==> src/rtl/countdown_arbiter_if.sv <==
// countdown_arbiter_if -- request/grant bundle for countdown_arbiter.
//
// Signals (the arbiter sits on the slave side):
//   req0, len0 : requester 0 count request and 3-bit start value
//   req1, len1 : requester 1 count request and 3-bit start value
//   gnt        : one-hot grant (bit i = requester i), 0 when idle
//   done       : one-cycle terminal-count pulse to the served requester
//   busy       : arbiter is not idle
//   q_out      : current value of the shared down counter
//   abort      : cancel the running count (only when COUNTDOWN_ARB_ABORT_EN is defined)
//
// Optional feature macro: COUNTDOWN_ARB_ABORT_EN
interface countdown_arbiter_if;
  logic       req0;
  logic [2:0] len0;
  logic       req1;
  logic [2:0] len1;
  logic [1:0] gnt;
  logic [1:0] done;
  logic       busy;
  logic [2:0] q_out;
`ifdef COUNTDOWN_ARB_ABORT_EN
  logic       abort;
`endif

  // Requester / stimulus side.
  modport master (
    output req0, len0, req1, len1,
`ifdef COUNTDOWN_ARB_ABORT_EN
    output abort,
`endif
    input  gnt, done, busy, q_out
  );

  // Arbiter side.
  modport slave (
    input  req0, len0, req1, len1,
`ifdef COUNTDOWN_ARB_ABORT_EN
    input  abort,
`endif
    output gnt, done, busy, q_out
  );
endinterface

==> src/rtl/countdown_arbiter.sv <==
// countdown_arbiter -- two requesters share one 3-bit down counter.
//
// A round-robin arbiter grants the counter to one requester, loads that
// requester's start value, counts down to zero, pulses done for one cycle
// and returns to idle. All outputs come straight from registers.
//
// Ports:
//   clk   : rising-edge clock
//   reset : synchronous, active-high reset
//   bus   : countdown_arbiter_if.slave (req0/len0, req1/len1 in;
//           gnt, done, busy, q_out out; abort in when enabled)
//
// Optional feature macro: COUNTDOWN_ARB_ABORT_EN -- when defined, abort
// high during COUNT cancels the count without a done pulse.
module countdown_arbiter (
  input  logic                  clk,
  input  logic                  reset,
  countdown_arbiter_if.slave    bus
);

  typedef enum logic [1:0] {
    IDLE  = 2'd0,
    COUNT = 2'd1,
    DONE  = 2'd2
  } state_t;

  state_t     state_q, state_d;
  logic [2:0] cnt_q,   cnt_d;
  logic [1:0] gnt_q,   gnt_d;
  logic [1:0] done_q,  done_d;
  logic       busy_q,  busy_d;
  logic       last_q,  last_d;   // index of the requester served last
  logic       pick1;             // requester 1 wins this arbitration

  always_ff @(posedge clk) begin
    if (reset) begin
      state_q <= IDLE;
      cnt_q   <= 3'd0;
      gnt_q   <= 2'b00;
      done_q  <= 2'b00;
      busy_q  <= 1'b0;
      last_q  <= 1'b1;           // requester 0 wins the first contention
    end else begin
      state_q <= state_d;
      cnt_q   <= cnt_d;
      gnt_q   <= gnt_d;
      done_q  <= done_d;
      busy_q  <= busy_d;
      last_q  <= last_d;
    end
  end

  always_comb begin
    state_d = state_q;
    cnt_d   = cnt_q;
    gnt_d   = gnt_q;
    done_d  = 2'b00;
    last_d  = last_q;
    // Requester 1 wins when it is alone, or when both ask and 0 went last.
    pick1   = bus.req1 & (~bus.req0 | ~last_q);

    case (state_q)
      IDLE: begin
        if (bus.req0 | bus.req1) begin
          state_d = COUNT;
          gnt_d   = pick1 ? 2'b10 : 2'b01;
          cnt_d   = pick1 ? bus.len1 : bus.len0;
        end
      end

      COUNT: begin
`ifdef COUNTDOWN_ARB_ABORT_EN
        if (bus.abort) begin
          state_d = IDLE;
          gnt_d   = 2'b00;
          cnt_d   = 3'd0;
          last_d  = gnt_q[1];
        end else
`endif
        if (cnt_q != 3'd0) begin
          cnt_d = cnt_q - 3'd1;
        end else begin
          // Terminal count: the done pulse is registered on entry to DONE.
          state_d = DONE;
          done_d  = gnt_q;
        end
      end

      DONE: begin
        state_d = IDLE;
        gnt_d   = 2'b00;
        last_d  = gnt_q[1];
      end

      default: begin
        state_d = IDLE;
        gnt_d   = 2'b00;
        cnt_d   = 3'd0;
      end
    endcase

    busy_d = (state_d != IDLE);
  end

  assign bus.gnt   = gnt_q;
  assign bus.done  = done_q;
  assign bus.busy  = busy_q;
  assign bus.q_out = cnt_q;

endmodule

==> src/flat_wrapper.sv <==
// flat-port wrapper written by rule: the top's interface ports become plain ports
module countdown_arbiter_flat 
  (clk, reset, bus_req0, bus_len0, bus_req1, bus_len1, bus_gnt, bus_done, bus_busy, bus_q_out);
  countdown_arbiter_if bus_i ();
  input  logic clk;
  input  logic reset;
  input wire logic [$bits(bus_i.req0)-1:0] bus_req0;
  input wire logic [$bits(bus_i.len0)-1:0] bus_len0;
  input wire logic [$bits(bus_i.req1)-1:0] bus_req1;
  input wire logic [$bits(bus_i.len1)-1:0] bus_len1;
  output wire logic [$bits(bus_i.gnt)-1:0] bus_gnt;
  output wire logic [$bits(bus_i.done)-1:0] bus_done;
  output wire logic [$bits(bus_i.busy)-1:0] bus_busy;
  output wire logic [$bits(bus_i.q_out)-1:0] bus_q_out;
  assign bus_i.req0 = bus_req0;
  assign bus_i.len0 = bus_len0;
  assign bus_i.req1 = bus_req1;
  assign bus_i.len1 = bus_len1;
  assign bus_gnt = bus_i.gnt;
  assign bus_done = bus_i.done;
  assign bus_busy = bus_i.busy;
  assign bus_q_out = bus_i.q_out;
  countdown_arbiter u_core (.clk(clk), .reset(reset), .bus(bus_i));
endmodule
==> config.mk <==
export PLATFORM = sky130hd
export DESIGN_NAME = countdown_arbiter_flat
export DESIGN_NICKNAME = d
export VERILOG_FILES = /design/src/rtl/countdown_arbiter_if.sv /design/src/rtl/countdown_arbiter.sv /design/src/flat_wrapper.sv
export SDC_FILE = /design/constraint.sdc
export NUM_CORES = 1
export LEC_CHECK = 0
export ABC_CLOCK_PERIOD_IN_PS = 1100
export BUFFER_PORTS_ARGS = -buffer_cell sky130_fd_sc_hd__buf_2
export CAP_MARGIN = 20
export CORE_MARGIN = 2
export CORE_UTILIZATION = 27
export DETAILED_ROUTE_END_ITERATION = 10
export PLACE_DENSITY = 0.56
export RECOVER_POWER = 50
export SLEW_MARGIN = 20
export SYNTH_ARGS = -nofsm -noshare
export SYNTH_HDL_FRONTEND = slang
export SYNTH_SLANG_ARGS = --single-unit
==> constraint.sdc <==
create_clock -name clk -period 1.1 [get_ports clk]
set_input_delay 0.22 -clock clk [delete_from_list [all_inputs] [get_ports clk]]
set_output_delay 0.22 -clock clk [all_outputs]
set_load 0.1 [all_outputs]
==> run_results.csv, run 1 <==
group,metric,value,unit
status,violations,"negative setup slack",
cts,hold_buffers,0,
placement,place.detailed.hpwl,999,µm
cts,htreeDepth,1,
routing,drtIter0Drc,4,
cts,path_clk_slew,0.07,ns
routing,routed_wl,1260,µm
routing,routed_via_density,4.55,
floorplan,fp.dieH,49.1,µm
placement,numPortBuffers,17,
global_route,grt_use_total,11.4,%
floorplan,dieArea,2410,µm²
worst_hold_path,min_from,"bus_len0[1]",
timing,worst_slew_pin_slew,0.225,ns
synth,synth_cell_types,27,
worst_hold_path,hold_end,"u_core.bus.q_out[1]$_SDFFE_PP0P_",
cts,clock-root-buffer,"clkbuf_4",
setup_path,crit_required,0.88,ns
timing,fin_worst_skew,0.00187,ns
synth,synth_most_common_cell,"dfxtp_1",
cts,cts_tree,"yes",
timing,hold_violations,0,
setup_path,r2r_slack,-0.01,ns
global_route,grt_overflow,0,
pwr,p_switching,0.964,mW
synth,synth_area_leaders,"dfxtp_1 (40%), and2_1 (5.7%), ha_1 (4.6%)",
pwr,swShare,45.3,%
global_route,antenna_found_initial,0,
layout,nNetsFinal,101,
placement,dpl.cell_count,111,
synth,yosys_warnings,0,
layout,fin_area,948,µm²
synth,avgSynthCellArea,9.79,µm²
layout,syn_to_final_growth,73.1,%
synth,async_reset_ff_share,0,%
worst_hold_path,whs_path_depth,3,
setup_path,crit_fanout,2,
timing,rsz0062_at_grt,"true",
setup_path,start_kind,"flip-flop",
timing,maxSlewHeadroom,85.0,%
synth,synthCells,56,
setup_path,r2r-start,"u_core.bus.q_out[0]$_SDFFE_PP0P_",
timing,clock.fmax,898,MHz
status,outcome,"finished with violations",
placement,place_area,921,µm²
routing,first_pass_iters,4,
layout,diodes,0,
global_route,grt_pass1_vias,525,
synth,ys_top_cells_by_count,"dfxtp_1 (11), and2_1 (5), inv_1 (4), nand2_1 (3), nor3_1 (3)",
routing,vias,523,
global_route,grt_pass1_wl,2150,µm
synth,synth_top_area_share,40.2,%
pwr,comb_power_share,58.8,%
cts,numCtsBuffers,3,
timing,fin_crit,1.11,ns
setup_path,timing.rr.end,"u_core.bus.q_out[0]$_SDFFE_PP0P_",
floorplan,core_area,1940,µm²
worst_hold_path,hold_class,"input port to flip-flop",
synth,synth_edf_count,0,
synth,synth_flop_cell,"dfxtp_1",
setup_path,cp.arrival,0.89,ns
floorplan,floorplan.rows,16,
timing,setup_violations,4,
floorplan,die_w,49.1,µm
global_route,grt_max_degree,8,
layout,drive_gt1_share,60.2,%
pwr,pwr-share-clk,12.9,%
routing,ant_nets,0,
cts,cts_max_path_buffers,2,
setup_path,reg2regPathDepth,6,
timing,layout_setup_ws,-0.0138,ns
routing,wire_per_inst,10.9,µm
placement,gp_congestion,0.726,
timing,fin_hold_ws,0.232,ns
setup_path,endpoint_kind,"primary output",
routing,drc,0,
floorplan,io_pins,18,
pwr,pwr-share-seq,28.3,%
timing,drv_slew,0,
pwr,vdd_ir_drop_max,1.02,mV
pwr,power_density,2240,nW/µm²
pwr,intPower,1.16,mW
synth,post-synth-top-area-cell,"dfxtp_1",
synth,seq_area_frac_synth,40.2,%
synth,synth_nets,68,
synth,syn-cell-area,548,µm²
flow_run,drv_cap,0,
synth,ys_seq_elements,11,
timing,fin_crit_sh,101,%
layout,layoutNonFillerInstCount,115,
pwr,leakage,0.412,nW
cts,postCtsSetupBuffers,0,
setup_path,path_class,"flip-flop to primary output",
cts,clkLatencyLatePin,0.26,ns
floorplan,initial_core_util,28.2,%
layout,nFillCells,203,
cts,tritoncts_num_sinks,11,
==> area by class of cell <==
class / count / area [µm²] / area share (%)
multi-input combinational: 40 / 357 / 37.6
timing repair buffer: 29 / 273 / 28.8
tap: 27 / 33.8 / 3.56
sequential: 11 / 239 / 25.2
inverter: 4 / 20.0 / 2.11
clock buffer: 4 / 26.3 / 2.77
==> layer usage <==
metal	GRT usage (%)	up-vias	wire length (µm)
met5	0	-	0
met4	7.14	0	14
met3	2.15	2	66
met2	18.5	16	584
met1	13.9	234	593
li1	-	271	-
==> through the flow <==
step | util [%] | setup TNS [ns] | power [mW] | worst slack [ns]
2_1_floorplan | - | -0.549 | 1.38 | -0.142
4_1_cts | 50.3 | -0.0782 | 2.18 | -0.0243
3_3_place_gp | 47.4 | -0.0624 | 1.85 | -0.0367
6_report | 48.8 | -0.0436 | 2.13 | -0.0138
3_5_place_dp | 47.4 | -0.0557 | 1.85 | -0.0359
5_1_grt | 48.8 | -0.326 | 2.24 | -0.0704
==> flip-flops by register name (all words and copies together), names as in the netlist <==
name / flops
u_core.state_q: 2
u_core.last_q: 1
u_core.bus.done: 2
u_core.bus.q_out: 3
u_core.bus.gnt: 2
u_core.bus.busy: 1
==> cell families (layout without fill, tap and decap cells) <==
group | after synthesis | in the layout | synth area share [%]
AO/OA/AOI/OAI | 13 | 13 | 21.9
XOR/XNOR | 1 | 1 | 1.60
adder cells (fa/ha/maj) | 2 | 2 | 4.57
buffers and inverters | 5 | 37 | 4.11
flip-flops | 11 | 11 | 40.2
AND/OR/NAND/NOR | 24 | 24 | 27.6
==> timing repair <==
action,in CTS,in global routing
pin swaps,0,1
setup endpoints to repair,5,8
gates resized for setup,6,1
==> worst max path at each step <==
stage,start,to,slack (ns)
2_1_floorplan,u_core.bus.q_out[1]$_SDFFE_PP0P_,u_core.bus.q_out[2]$_SDFFE_PP0P_,-0.14
5_1_grt,u_core.bus.q_out[0]$_SDFFE_PP0P_,u_core.bus.q_out[0]$_SDFFE_PP0P_,-0.07
3_3_place_gp,bus_req0,u_core.bus.q_out[0]$_SDFFE_PP0P_,-0.04
4_1_cts,u_core.bus.q_out[0]$_SDFFE_PP0P_,bus_q_out[0],-0.02
6_report,u_core.bus.q_out[0]$_SDFFE_PP0P_,bus_q_out[0],-0.01
3_5_place_dp,u_core.bus.q_out[1]$_SDFFE_PP0P_,u_core.bus.q_out[0]$_SDFFE_PP0P_,-0.04
==> critical path, stage by stage, from the launching register on <==
cell and delay [ns]:
dfxtp_4 0.36, buf_6 0.12, buf_12 0.15
==> cells in the final DEF (no fill, tap or decap), drive strengths merged <==
master	count
buf	28
dfxtp	11
and2	5
clkbuf	5
inv	4
a221oi	3
nor3	3
nand2	3
nand2b	2
nor2	2
o21bai	2
nand4	2
a2bb2oi	2
o32ai	2
ha	2
a32oi	1
nand3b	1
a21bo	1
or3	1
nand3	1
xor2	1
nand4b	1
o31ai	1
nor2b	1
or2b	1
nor3b	1
a21oi	1
==> power by group through the flow <==
stage	logic [mW]	clock network (mW)	registers, mW
after floorplan	0.368	0	1.02
after global placement	1.24	0	0.611
after detailed placement	1.24	0	0.612
after CTS	1.29	0.286	0.609
after global routing	1.32	0.301	0.616
final	1.25	0.275	0.603
Power figures use the tool's default switching activity.
==> run 2: changes to the inputs <==
ABC_AREA = 1   (was unset)
CTS_CLUSTER_DIAMETER = 100   (was unset)
==> run 2 against run 1 <==
Net effect: the run still ends with negative setup slack left; register-to-register slack better by 0.02 ns; clock skew is 0.0033 ns higher; sequential power is 5.3% lower; die area increased by 2.1%; global-route usage is 0.64 points higher; non-clock buffer count down 7; critical path depth unchanged; count of clock-buffer cells in the layout did not move; flip-flop and latch count did not move; via count is 15% higher; largest power group unchanged.
==> run_results.csv, run 2 <==
group,metric,value,unit
status,outcome,"finished with violations",
status,violations,"negative setup slack",
routing,routed_via_density,4.60,
placement,dpl.cell_count,123,
synth,synth_compound_area_share,8.04,%
cts,cts_tree,"yes",
cts,hold_buffers,0,
global_route,grt_pass1_wl,2330,µm
synth,post-synth-top-area-cell,"dfxtp_1",
synth,synth_top_family_by_area,"simple AND/OR/NAND/NOR gates",
timing,fin_crit,1.11,ns
layout,nFillCells,207,
synth,synthMuxAreaShare,0,%
cts,numCtsBuffers,3,
setup_path,crit_required,0.88,ns
floorplan,floorplan.rows,16,
cts,cts_max_path_buffers,2,
setup_path,endpoint_kind,"primary output",
synth,synth_nets,89,
layout,final_cell_mix,"nand2_1 (16), inv_1 (9), nand3_1 (9), buf_2 (9)",
routing,first_pass_iters,4,
timing,fin_worst_skew,0.00515,ns
pwr,leakage,0.443,nW
setup_path,path_class,"flip-flop to primary output",
synth,async_reset_ff_share,0,%
synth,synth_flop_cell,"dfxtp_1",
global_route,grt_max_degree,11,
placement,place.detailed.hpwl,1110,µm
setup_path,start_kind,"flip-flop",
timing,fin_crit_sh,101,%
layout,diodes,0,
placement,gp_congestion,0.781,
synth,synthSimpleGateAreaFrac,39.5,%
synth,ys_seq_elements,11,
floorplan,dieArea,2460,µm²
routing,wire_per_inst,10.5,µm
layout,layoutNonFillerInstCount,131,
synth,ys_top_cells_by_count,"nand2_1 (19), nand3_1 (14), inv_1 (12), dfxtp_1 (11), nor2_1 (4)",
routing,drc,0,
floorplan,io_pins,18,
layout,final_common_cell,"nand2_1",
synth,synth_most_common_cell,"nand2_1",
layout,nNetsFinal,117,
synth,synthAdderAreaFrac,4.46,%
synth,yosys_warnings,0,
routing,ant_nets,0,
floorplan,fp.dieH,49.6,µm
synth,synth_edf_count,0,
synth,syn-cell-area,561,µm²
floorplan,die_w,49.6,µm
pwr,vdd_ir_drop_max,0.744,mV
layout,largest_reg_flops,3,
setup_path,crit_fanout,2,
global_route,grt_use_total,12.1,%
placement,numPortBuffers,17,
synth,synth_top_area_share,39.3,%
synth,avgSynthCellArea,7.28,µm²
timing,clock.fmax,900,MHz
synth,seq_area_frac_synth,39.3,%
layout,drive_gt1_share,54.8,%
worst_hold_path,hold_class,"input port to flip-flop",
synth,synthCells,77,
timing,drv_slew,0,
synth,synth_cell_types,15,
global_route,grt_overflow,0,
setup_path,cp.arrival,0.89,ns
placement,place_ws,-0.0268,ns
timing,hold_violations,0,
routing,vias,603,
cts,tritoncts_num_sinks,11,
global_route,grt_pass1_vias,545,
cts,path_clk_slew,0.07,ns
layout,syn_to_final_growth,68.5,%
timing,rsz0062_at_grt,"true",
timing,worst_slew_pin_slew,0.205,ns
floorplan,initial_core_util,28.6,%
cts,clock-root-buffer,"clkbuf_4",
routing,routed_wl,1380,µm
synth,synth_area_leaders,"dfxtp_1 (39%), nand2_1 (13%), nand3_1 (13%)",
cts,clkLatencyLatePin,0.26,ns
cts,htreeDepth,1,
synth,synth_xor_area_share,0,%
setup_path,r2r_slack,0.01,ns
timing,layout_setup_ws,-0.0117,ns
timing,setup_violations,1,
pwr,power_density,2030,nW/µm²
floorplan,core_area,1960,µm²
global_route,antenna_found_initial,0,
flow_run,drv_cap,0,
timing,maxSlewHeadroom,86.3,%
routing,drtIter0Drc,8,
run 2: report_power, final:
group	leakage [nW]	internal [mW]	switching [mW]
registers	0.0950	0.480	0.0915
clock network	0.0150	0.140	0.124
logic	0.333	0.418	0.660
total	0.443	1.04	0.876
run 2: worst max-delay path, cell delays in order, from the launching register on:
cell     delay, ns
dfxtp_4       0.36
buf_6         0.12
buf_12        0.15
run 2: metrics by stage:
stage | TNS, ns | hold WS, ns | utilization (%) | total power, mW | cell area [µm²]
6_report | -0.0117 | 0.214 | 48.2 | 1.91 | 945
5_1_grt | -0.183 | 0.210 | 48.2 | 2.05 | 945
4_1_cts | -0.0325 | 0.207 | 46.5 | 1.87 | 912
3_5_place_dp | -0.0268 | 0.445 | 43.7 | 1.55 | 857
3_3_place_gp | -0.0231 | 0.445 | 43.7 | 1.54 | 857
2_1_floorplan | -0.388 | 0.282 | - | 1.22 | 603
run 2: path summary, 6_finish.rpt:
check | from | endpoint | cells past startpoint
worst min-delay path | reset | u_core.bus.gnt[0]$_SDFFE_PP0P_ | 2
worst max-delay path | u_core.bus.q_out[1]$_SDFFE_PP0P_ | bus_q_out[1] | 2
worst max register to register | u_core.bus.q_out[0]$_SDFFE_PP0P_ | u_core.bus.q_out[2]$_SDFFE_PP0P_ | 8
worst min register to register | u_core.bus.gnt[0]$_SDFFE_PP0P_ | u_core.bus.done[0]$_SDFF_PP0_ | 2
run 2: metal layers:
layer	up-vias	wire length, µm	track usage, %
li1	304	-	-
met4	0	17	2.78
met3	2	64	3.33
met1	276	608	15.7
met2	21	691	19.8
met5	-	0	0
run 2: repair_timing:
action	4_1_cts	5_1_grt
setup buffers	3	0
setup endpoints to repair	3	6
cloned	0	1
resized for setup	2	10
pin swaps	1	4
run 2: cell families after synthesis:
group,after synthesis
AO/OA/AOI/OAI,6
AND/OR/NAND/NOR,45
flip-flops,11
buffers and inverters,13
adder cells (fa/ha/maj),2
run 2: cell type report:
cell class              count  area [µm²]  area share (%)
repair buffers             22         238            25.2
multi-input cells          54         353            37.4
flip-flops and latches     11         240            25.4
inverters                  13        53.8            5.70
clock buffers               4        26.3            2.78
well taps                  27        33.8            3.58
